File: config.mk
export PLATFORM = sky130hd
export DESIGN_NAME = inst_encoder
export DESIGN_NICKNAME = d
export VERILOG_FILES = /design/src/rtl/enc_pkg.sv /design/src/rtl/inst_enc_fmt.sv /design/src/rtl/inst_encoder.sv
export SDC_FILE = /design/constraint.sdc
export NUM_CORES = 1
export LEC_CHECK = 0
export ABC_AREA = 1
export CAP_MARGIN = 40
export CORE_ASPECT_RATIO = 0.75
export CORE_MARGIN = 3
export CORE_UTILIZATION = 35
export DETAILED_ROUTE_END_ITERATION = 6
export PLACE_DENSITY = 0.55
export SLEW_MARGIN = 15
export SYNTH_ARGS = -nofsm -noshare
export SYNTH_HDL_FRONTEND = slang
export SYNTH_SLANG_ARGS = --single-unit
File: constraint.sdc
create_clock -name clk -period 2.1 [get_ports clk]
set_clock_uncertainty 0.2 [all_clocks]
set_input_delay 0.21 -clock clk [delete_from_list [all_inputs] [get_ports clk]]
set_output_delay 0.21 -clock clk [all_outputs]
set_load 0.03 [all_outputs]
File: src/rtl/enc_pkg.sv
// Shared types and RV32I opcode constants for the instruction encoder.
package enc_pkg;

  typedef enum logic [3:0] {
    K_REG    = 4'd0,
    K_IMM    = 4'd1,
    K_LOAD   = 4'd2,
    K_STORE  = 4'd3,
    K_LUI    = 4'd4,
    K_AUIPC  = 4'd5,
    K_JAL    = 4'd6,
    K_JALR   = 4'd7,
    K_BRANCH = 4'd8,
    K_LI     = 4'd9
  } enc_kind_t;

  localparam logic [6:0] OPC_OP     = 7'b0110011;
  localparam logic [6:0] OPC_OP_IMM = 7'b0010011;
  localparam logic [6:0] OPC_LOAD   = 7'b0000011;
  localparam logic [6:0] OPC_STORE  = 7'b0100011;
  localparam logic [6:0] OPC_LUI    = 7'b0110111;
  localparam logic [6:0] OPC_AUIPC  = 7'b0010111;
  localparam logic [6:0] OPC_JAL    = 7'b1101111;
  localparam logic [6:0] OPC_JALR   = 7'b1100111;
  localparam logic [6:0] OPC_BRANCH = 7'b1100011;

  typedef enum logic [1:0] {
    ST_IDLE  = 2'd0,
    ST_EMIT0 = 2'd1,
    ST_EMIT1 = 2'd2
  } state_t;

  // True when v is representable as a signed 12-bit value.
  function automatic logic fits_s12(input logic [31:0] v);
    return (&v[31:11]) | (~|v[31:11]);
  endfunction

endpackage

File: src/rtl/inst_enc_fmt.sv
// Combinational RV32I field packer: builds up to two words per request and flags illegal ones.
module inst_enc_fmt
  import enc_pkg::*;
(
  input  logic [3:0]  kind_i,
  input  logic [4:0]  rd_i,
  input  logic [4:0]  rs1_i,
  input  logic [4:0]  rs2_i,
  input  logic [31:0] imm_i,
  input  logic [3:0]  alu_op_i,
  input  logic [2:0]  com_op_i,
  output logic        ok_o,
  output logic        two_o,
  output logic [31:0] word0_o,
  output logic [31:0] word1_o
);

  function automatic logic [31:0] fmt_r(input logic [6:0] f7, input logic [4:0] rs2,
                                        input logic [4:0] rs1, input logic [2:0] f3,
                                        input logic [4:0] rd, input logic [6:0] opc);
    return {f7, rs2, rs1, f3, rd, opc};
  endfunction

  function automatic logic [31:0] fmt_i(input logic [11:0] imm, input logic [4:0] rs1,
                                        input logic [2:0] f3, input logic [4:0] rd,
                                        input logic [6:0] opc);
    return {imm, rs1, f3, rd, opc};
  endfunction

  function automatic logic [31:0] fmt_s(input logic [11:0] imm, input logic [4:0] rs2,
                                        input logic [4:0] rs1, input logic [2:0] f3,
                                        input logic [6:0] opc);
    return {imm[11:5], rs2, rs1, f3, imm[4:0], opc};
  endfunction

  function automatic logic [31:0] fmt_b(input logic [12:0] off, input logic [4:0] rs2,
                                        input logic [4:0] rs1, input logic [2:0] f3,
                                        input logic [6:0] opc);
    return {off[12], off[10:5], rs2, rs1, f3, off[4:1], off[11], opc};
  endfunction

  function automatic logic [31:0] fmt_u(input logic [19:0] hi, input logic [4:0] rd,
                                        input logic [6:0] opc);
    return {hi, rd, opc};
  endfunction

  function automatic logic [31:0] fmt_j(input logic [20:0] off, input logic [4:0] rd,
                                        input logic [6:0] opc);
    return {off[20], off[10:1], off[11], off[19:12], rd, opc};
  endfunction

  logic        s12_ok;
  logic        b13_ok;
  logic        j21_ok;
  logic        is_shift;
  logic [11:0] shamt_imm;
  logic [31:0] li_hi_sum;

  assign s12_ok    = fits_s12(imm_i);
  assign b13_ok    = (&imm_i[31:12]) | (~|imm_i[31:12]);
  assign j21_ok    = (&imm_i[31:20]) | (~|imm_i[31:20]);
  assign is_shift  = (alu_op_i[1:0] == 2'b01);
  assign shamt_imm = {1'b0, alu_op_i[3], 5'b0, imm_i[4:0]};
  // Rounding the upper part by 0x800 compensates for ADDI sign-extending the low 12 bits.
  assign li_hi_sum = imm_i + 32'h0000_0800;

  always_comb begin
    ok_o    = 1'b1;
    two_o   = 1'b0;
    word0_o = '0;
    word1_o = '0;
    case (kind_i)
      K_REG: word0_o = fmt_r({1'b0, alu_op_i[3], 5'b0}, rs2_i, rs1_i, alu_op_i[2:0], rd_i, OPC_OP);
      K_IMM: begin
        if (is_shift) begin
          ok_o    = ~|imm_i[31:5];
          word0_o = fmt_i(shamt_imm, rs1_i, alu_op_i[2:0], rd_i, OPC_OP_IMM);
        end else begin
          ok_o    = s12_ok;
          word0_o = fmt_i(imm_i[11:0], rs1_i, alu_op_i[2:0], rd_i, OPC_OP_IMM);
        end
      end
      K_LOAD: begin
        ok_o    = s12_ok;
        word0_o = fmt_i(imm_i[11:0], rs1_i, com_op_i, rd_i, OPC_LOAD);
      end
      K_STORE: begin
        ok_o    = s12_ok;
        word0_o = fmt_s(imm_i[11:0], rs2_i, rs1_i, com_op_i, OPC_STORE);
      end
      K_LUI:   word0_o = fmt_u(imm_i[31:12], rd_i, OPC_LUI);
      K_AUIPC: word0_o = fmt_u(imm_i[31:12], rd_i, OPC_AUIPC);
      K_JAL: begin
        ok_o    = j21_ok & ~imm_i[0];
        word0_o = fmt_j(imm_i[20:0], rd_i, OPC_JAL);
      end
      K_JALR: begin
        ok_o    = s12_ok;
        word0_o = fmt_i(imm_i[11:0], rs1_i, 3'b000, rd_i, OPC_JALR);
      end
      K_BRANCH: begin
        ok_o    = b13_ok & ~imm_i[0];
        word0_o = fmt_b(imm_i[12:0], rs2_i, rs1_i, com_op_i, OPC_BRANCH);
      end
      K_LI: begin
        if (s12_ok) begin
          word0_o = fmt_i(imm_i[11:0], 5'd0, 3'b000, rd_i, OPC_OP_IMM);
        end else begin
          word0_o = fmt_u(li_hi_sum[31:12], rd_i, OPC_LUI);
          two_o   = |imm_i[11:0];
          word1_o = fmt_i(imm_i[11:0], rd_i, 3'b000, rd_i, OPC_OP_IMM);
        end
      end
      default: ok_o = 1'b0;
    endcase
  end

endmodule

File: src/rtl/inst_encoder.sv
// Sequential RV32I encoder: validates a request, then streams one or two words to imem.
module inst_encoder
  import enc_pkg::*;
#(
  parameter int unsigned          ADDR_W    = 32,
  parameter logic [ADDR_W-1:0]    BASE_ADDR = '0
) (
  input  logic              clk,
  input  logic              rst_n,
  input  logic              in_valid,
  output logic              in_ready,
  input  logic [3:0]        in_kind,
  input  logic [4:0]        in_rd,
  input  logic [4:0]        in_rs1,
  input  logic [4:0]        in_rs2,
  input  logic [31:0]       in_imm,
  input  logic [3:0]        in_alu_op,
  input  logic [2:0]        in_com_op,
  output logic              mem_we,
  input  logic              mem_ready,
  output logic [ADDR_W-1:0] mem_addr,
  output logic [31:0]       mem_wdata,
  output logic [15:0]       words_written,
  output logic              err,
  output logic              err_sticky
);

  state_t            state_q, state_d;
  logic [31:0]       wdata_q, wdata_d;
  logic [31:0]       word1_q, word1_d;
  logic              two_q, two_d;
  logic [ADDR_W-1:0] addr_q, addr_d;
  logic [15:0]       cnt_q, cnt_d;
  logic              err_q, err_d;
  logic              sticky_q, sticky_d;

  logic        fmt_ok;
  logic        fmt_two;
  logic [31:0] fmt_w0;
  logic [31:0] fmt_w1;

  inst_enc_fmt u_fmt (
    .kind_i   (in_kind),
    .rd_i     (in_rd),
    .rs1_i    (in_rs1),
    .rs2_i    (in_rs2),
    .imm_i    (in_imm),
    .alu_op_i (in_alu_op),
    .com_op_i (in_com_op),
    .ok_o     (fmt_ok),
    .two_o    (fmt_two),
    .word0_o  (fmt_w0),
    .word1_o  (fmt_w1)
  );

  logic write_fire;
  assign write_fire = (state_q != ST_IDLE) && mem_ready;

  always_comb begin
    state_d  = state_q;
    wdata_d  = wdata_q;
    word1_d  = word1_q;
    two_d    = two_q;
    addr_d   = addr_q;
    cnt_d    = cnt_q;
    err_d    = 1'b0;
    sticky_d = sticky_q;
    if (write_fire) begin
      addr_d = addr_q + ADDR_W'(4);
      if (cnt_q != '1) cnt_d = cnt_q + 16'd1;
    end
    case (state_q)
      ST_IDLE: begin
        if (in_valid) begin
          if (fmt_ok) begin
            wdata_d = fmt_w0;
            word1_d = fmt_w1;
            two_d   = fmt_two;
            state_d = ST_EMIT0;
          end else begin
            err_d    = 1'b1;
            sticky_d = 1'b1;
          end
        end
      end
      ST_EMIT0: begin
        if (mem_ready) begin
          if (two_q) begin
            wdata_d = word1_q;
            state_d = ST_EMIT1;
          end else begin
            state_d = ST_IDLE;
          end
        end
      end
      ST_EMIT1: if (mem_ready) state_d = ST_IDLE;
      default:  state_d = ST_IDLE;
    endcase
  end

  always_ff @(posedge clk) begin
    if (!rst_n) begin
      state_q  <= ST_IDLE;
      wdata_q  <= '0;
      word1_q  <= '0;
      two_q    <= 1'b0;
      addr_q   <= BASE_ADDR;
      cnt_q    <= '0;
      err_q    <= 1'b0;
      sticky_q <= 1'b0;
    end else begin
      state_q  <= state_d;
      wdata_q  <= wdata_d;
      word1_q  <= word1_d;
      two_q    <= two_d;
      addr_q   <= addr_d;
      cnt_q    <= cnt_d;
      err_q    <= err_d;
      sticky_q <= sticky_d;
    end
  end

  assign in_ready      = (state_q == ST_IDLE);
  assign mem_we        = (state_q != ST_IDLE);
  assign mem_addr      = addr_q;
  assign mem_wdata     = wdata_q;
  assign words_written = cnt_q;
  assign err           = err_q;
  assign err_sticky    = sticky_q;

endmodule

==> impl_metrics.tcl <==
set metrics [dict create \
    slowest_delay_ns 0.45 \
    dr.pass1.iters 5 \
    clock-sinks 100 \
    layout_common_cells "310 x nand2_1, 156 x buf_4, 138 x nor2_1" \
    async_reset_ff_frac 0 \
    antenna_found_initial 0 \
    ys_ff_latch 100 \
    ioPinCount 146 \
    critPathMaxFanout 4 \
    diodes 0 \
    grt-ovfl-total 0 \
    cts_tree "yes" \
    clockBufferDepth 2 \
    crit_path_top_delay_cell "dlygate4sd2_1" \
    grt_usage 0.232 \
    portBuffers 143 \
    p_leak_nw 4.51 \
    crit_buf_inv 3 \
    cts.htree.levels 3 \
    die_x_um 165 \
    cp-end-kind "output pin" \
    multi_input_area_mm2 0.00416 \
    path_clk_slew_ns 0.07 \
    hold_viol 0 \
    fin_area_mm2 0.0101 \
    slew_violations 0 \
    setup-violations-final 0 \
    post-dp-hpwl_mm 18.9 \
    synthToLayoutAreaGrowth_pct 52.9 \
    final_layout_size_suffix_gt1_frac 0.210 \
    cp.required_ns 1.69 \
    synth_edf_count 0 \
    yosysSeqAreaShare 0.302 \
    vias 7963 \
    ys_warn_count 0 \
    pre_cts_ws_ns -0.524 \
    die_h_um 125 \
    first_global_vias 7255 \
    nNetsFinal 1444 \
    maxCapViolCount 0 \
    seqCellArea_mm2 0.00200 \
    crit_arrival_ns 1.59 \
    synthesis.area_mm2 0.00663 \
    wl_per_cell_um 14.8 \
    ctsHoldBuffers 0 \
    outcome "complete, no violations" \
    cts_buffers 9 \
    grt_max_degree 45 \
    root_buffer "clkbuf_16" \
    drt_iter0_markers 766 \
    hold_end "word1_q[27]" \
    r2r_slack_ns 0.17 \
    ant_nets 0 \
    worstPathCellList "nor2_4 > buf_4 > inv_1 > dlygate4sd2_1" \
    rows 42 \
    grt_pass1_wl_mm 38.6 \
    crit_family "buffers and inverters" \
    min_period_ns 2.00 \
    powerDensity_mw_per_mm2 562 \
    timing.rr.start "state_q[1]" \
    final_common_cell "nand2_1" \
    syn_inst 1089 \
    fill_cells 1828 \
    startpoint_type "flop" \
    max_freq_ghz 0.500 \
    drc 0 \
    min_path_type "input port to flop" \
    whs_path_depth 4 \
    syn_area_per_cell_um2 6.09 \
    fin_ws_ns 0.0996 \
    avgViaCountPerCell 4.90 \
    routed_wl_mm 24.1 \
    core_mm2 0.0181 \
    synth_ff_type "dfxtp_1" \
    place_area_mm2 0.00941 \
    rr_worst_depth 11 \
    place_congestion 0.952 \
    crit_type "flop to output pin" \
    die_area_mm2 0.0206 \
    fin_crit_sh 0.953 \
    clkLatencyLatePin_ns 0.36 \
    hold_start "in_imm[7]" \
    timing.rr.end "mem_addr[24]" \
    vdd_drop_max_mv 0.381 \
    startpoint "state_q[1]" \
    netlist-cell-type-count 47 \
    initial_utilization 0.366 \
]
-- cell usage after synthesis (all sizes together), types with 6 or more instances --
cell type  instances  share of area
inv              122          0.069
nor2             168           0.11
nand3b             6         0.0068
buf               21          0.024
a22oi              7         0.0079
nor3              26          0.021
nand2            334           0.19
nand3             70          0.057
o21ai             42          0.032
nand4             38          0.036
a21oi             88          0.074
xnor2              7         0.0092
xor2              12          0.016
clkbuf            17         0.0096
dfxtp            100           0.30
-- report_power, final --
part	internal [mW]	leakage, nW	switching [mW]
combinational	0.805	3.55	1.05
clock	0.992	0.152	0.769
sequential	2.01	0.811	0.0706
total	3.81	4.51	1.89
-- registers in the layout (all words and copies together) (netlist names) --
register	flops
words_written	16
err_sticky	1
err	1
word1_q	18
state_q	2
mem_addr	30
two_q	1
mem_wdata	31
-- what timing repair did --
item / 4_1_cts / 5_1_grt
pin swaps: 8 / 25
cloned: 1 / 0
resized for setup: 42 / 62
buffers inserted: 6 / 7
setup endpoints to repair: 55 / 63
-- metal layers --
layer | global-route usage | up-vias | wire length, um
met5 | 0 | - | 0
met4 | 0.0311 | 0 | 160
met3 | 0.0602 | 13 | 1990
met2 | 0.312 | 289 | 9520
met1 | 0.372 | 3569 | 12400
li1 | - | 4092 | -
-- cell families (layout without fill, tap and decap cells) --
kind of cell,after synthesis,in the layout,share of synthesized area
simple gates,650,650,0.428
buf+inv,163,456,0.104
compound gates,152,152,0.133
flops,100,100,0.302
xor+xnor,19,19,0.0251
fa+ha+maj,4,4,0.00755
other cells,1,2,0.000566
-- worst reg2reg max path: stages, from the launching register on --
cell and delay (ns):
dfxtp_1 0.39, nor2_4 0.07, nor2_8 0.11, nand3_2 0.09, nor2_2 0.11, nand2_1 0.09, nor2_2 0.15, nand3b_1 0.15
nor2_2 0.17, nand2_1 0.10, xor2_1 0.14, nor2_1 0.05
-- stage by stage --
stage          setup TNS, ns   util  hold slack [ns]  std cells  power, mW
3_3_place_gp          -29.95  0.519            0.244       1595       3.84
6_report                   0  0.559            0.109       1625       5.70
2_1_floorplan              0      -            0.173       1090       3.08
4_1_cts                    0  0.545            0.114       1618       5.68
3_5_place_dp          -29.63  0.519            0.254       1595       3.85
5_1_grt                -1.10  0.559            0.127       1625       6.01
-- worst max-delay path by stage --
stage | to | slack, ns | cells past startpoint
6_report | mem_we | 0.1 | 4
5_1_grt | mem_wdata[11] | -0.07 | 15
4_1_cts | mem_wdata[3] | 0.006 | 14
3_5_place_dp | mem_wdata[25] | -0.52 | 13
3_3_place_gp | word1_q[25] | -0.53 | 13
2_1_floorplan | two_q | 0.0001 | 7
-- layout make-up --
cell class	count	share of cell area
inverter	125	0.0463
tap	242	0.0299
multi-input combinational	827	0.410
sequential	100	0.198
clock buffer	11	0.0249
clock inverter	5	0.00593
timing repair buffer	315	0.285
(Power assumes the default switching activity.)
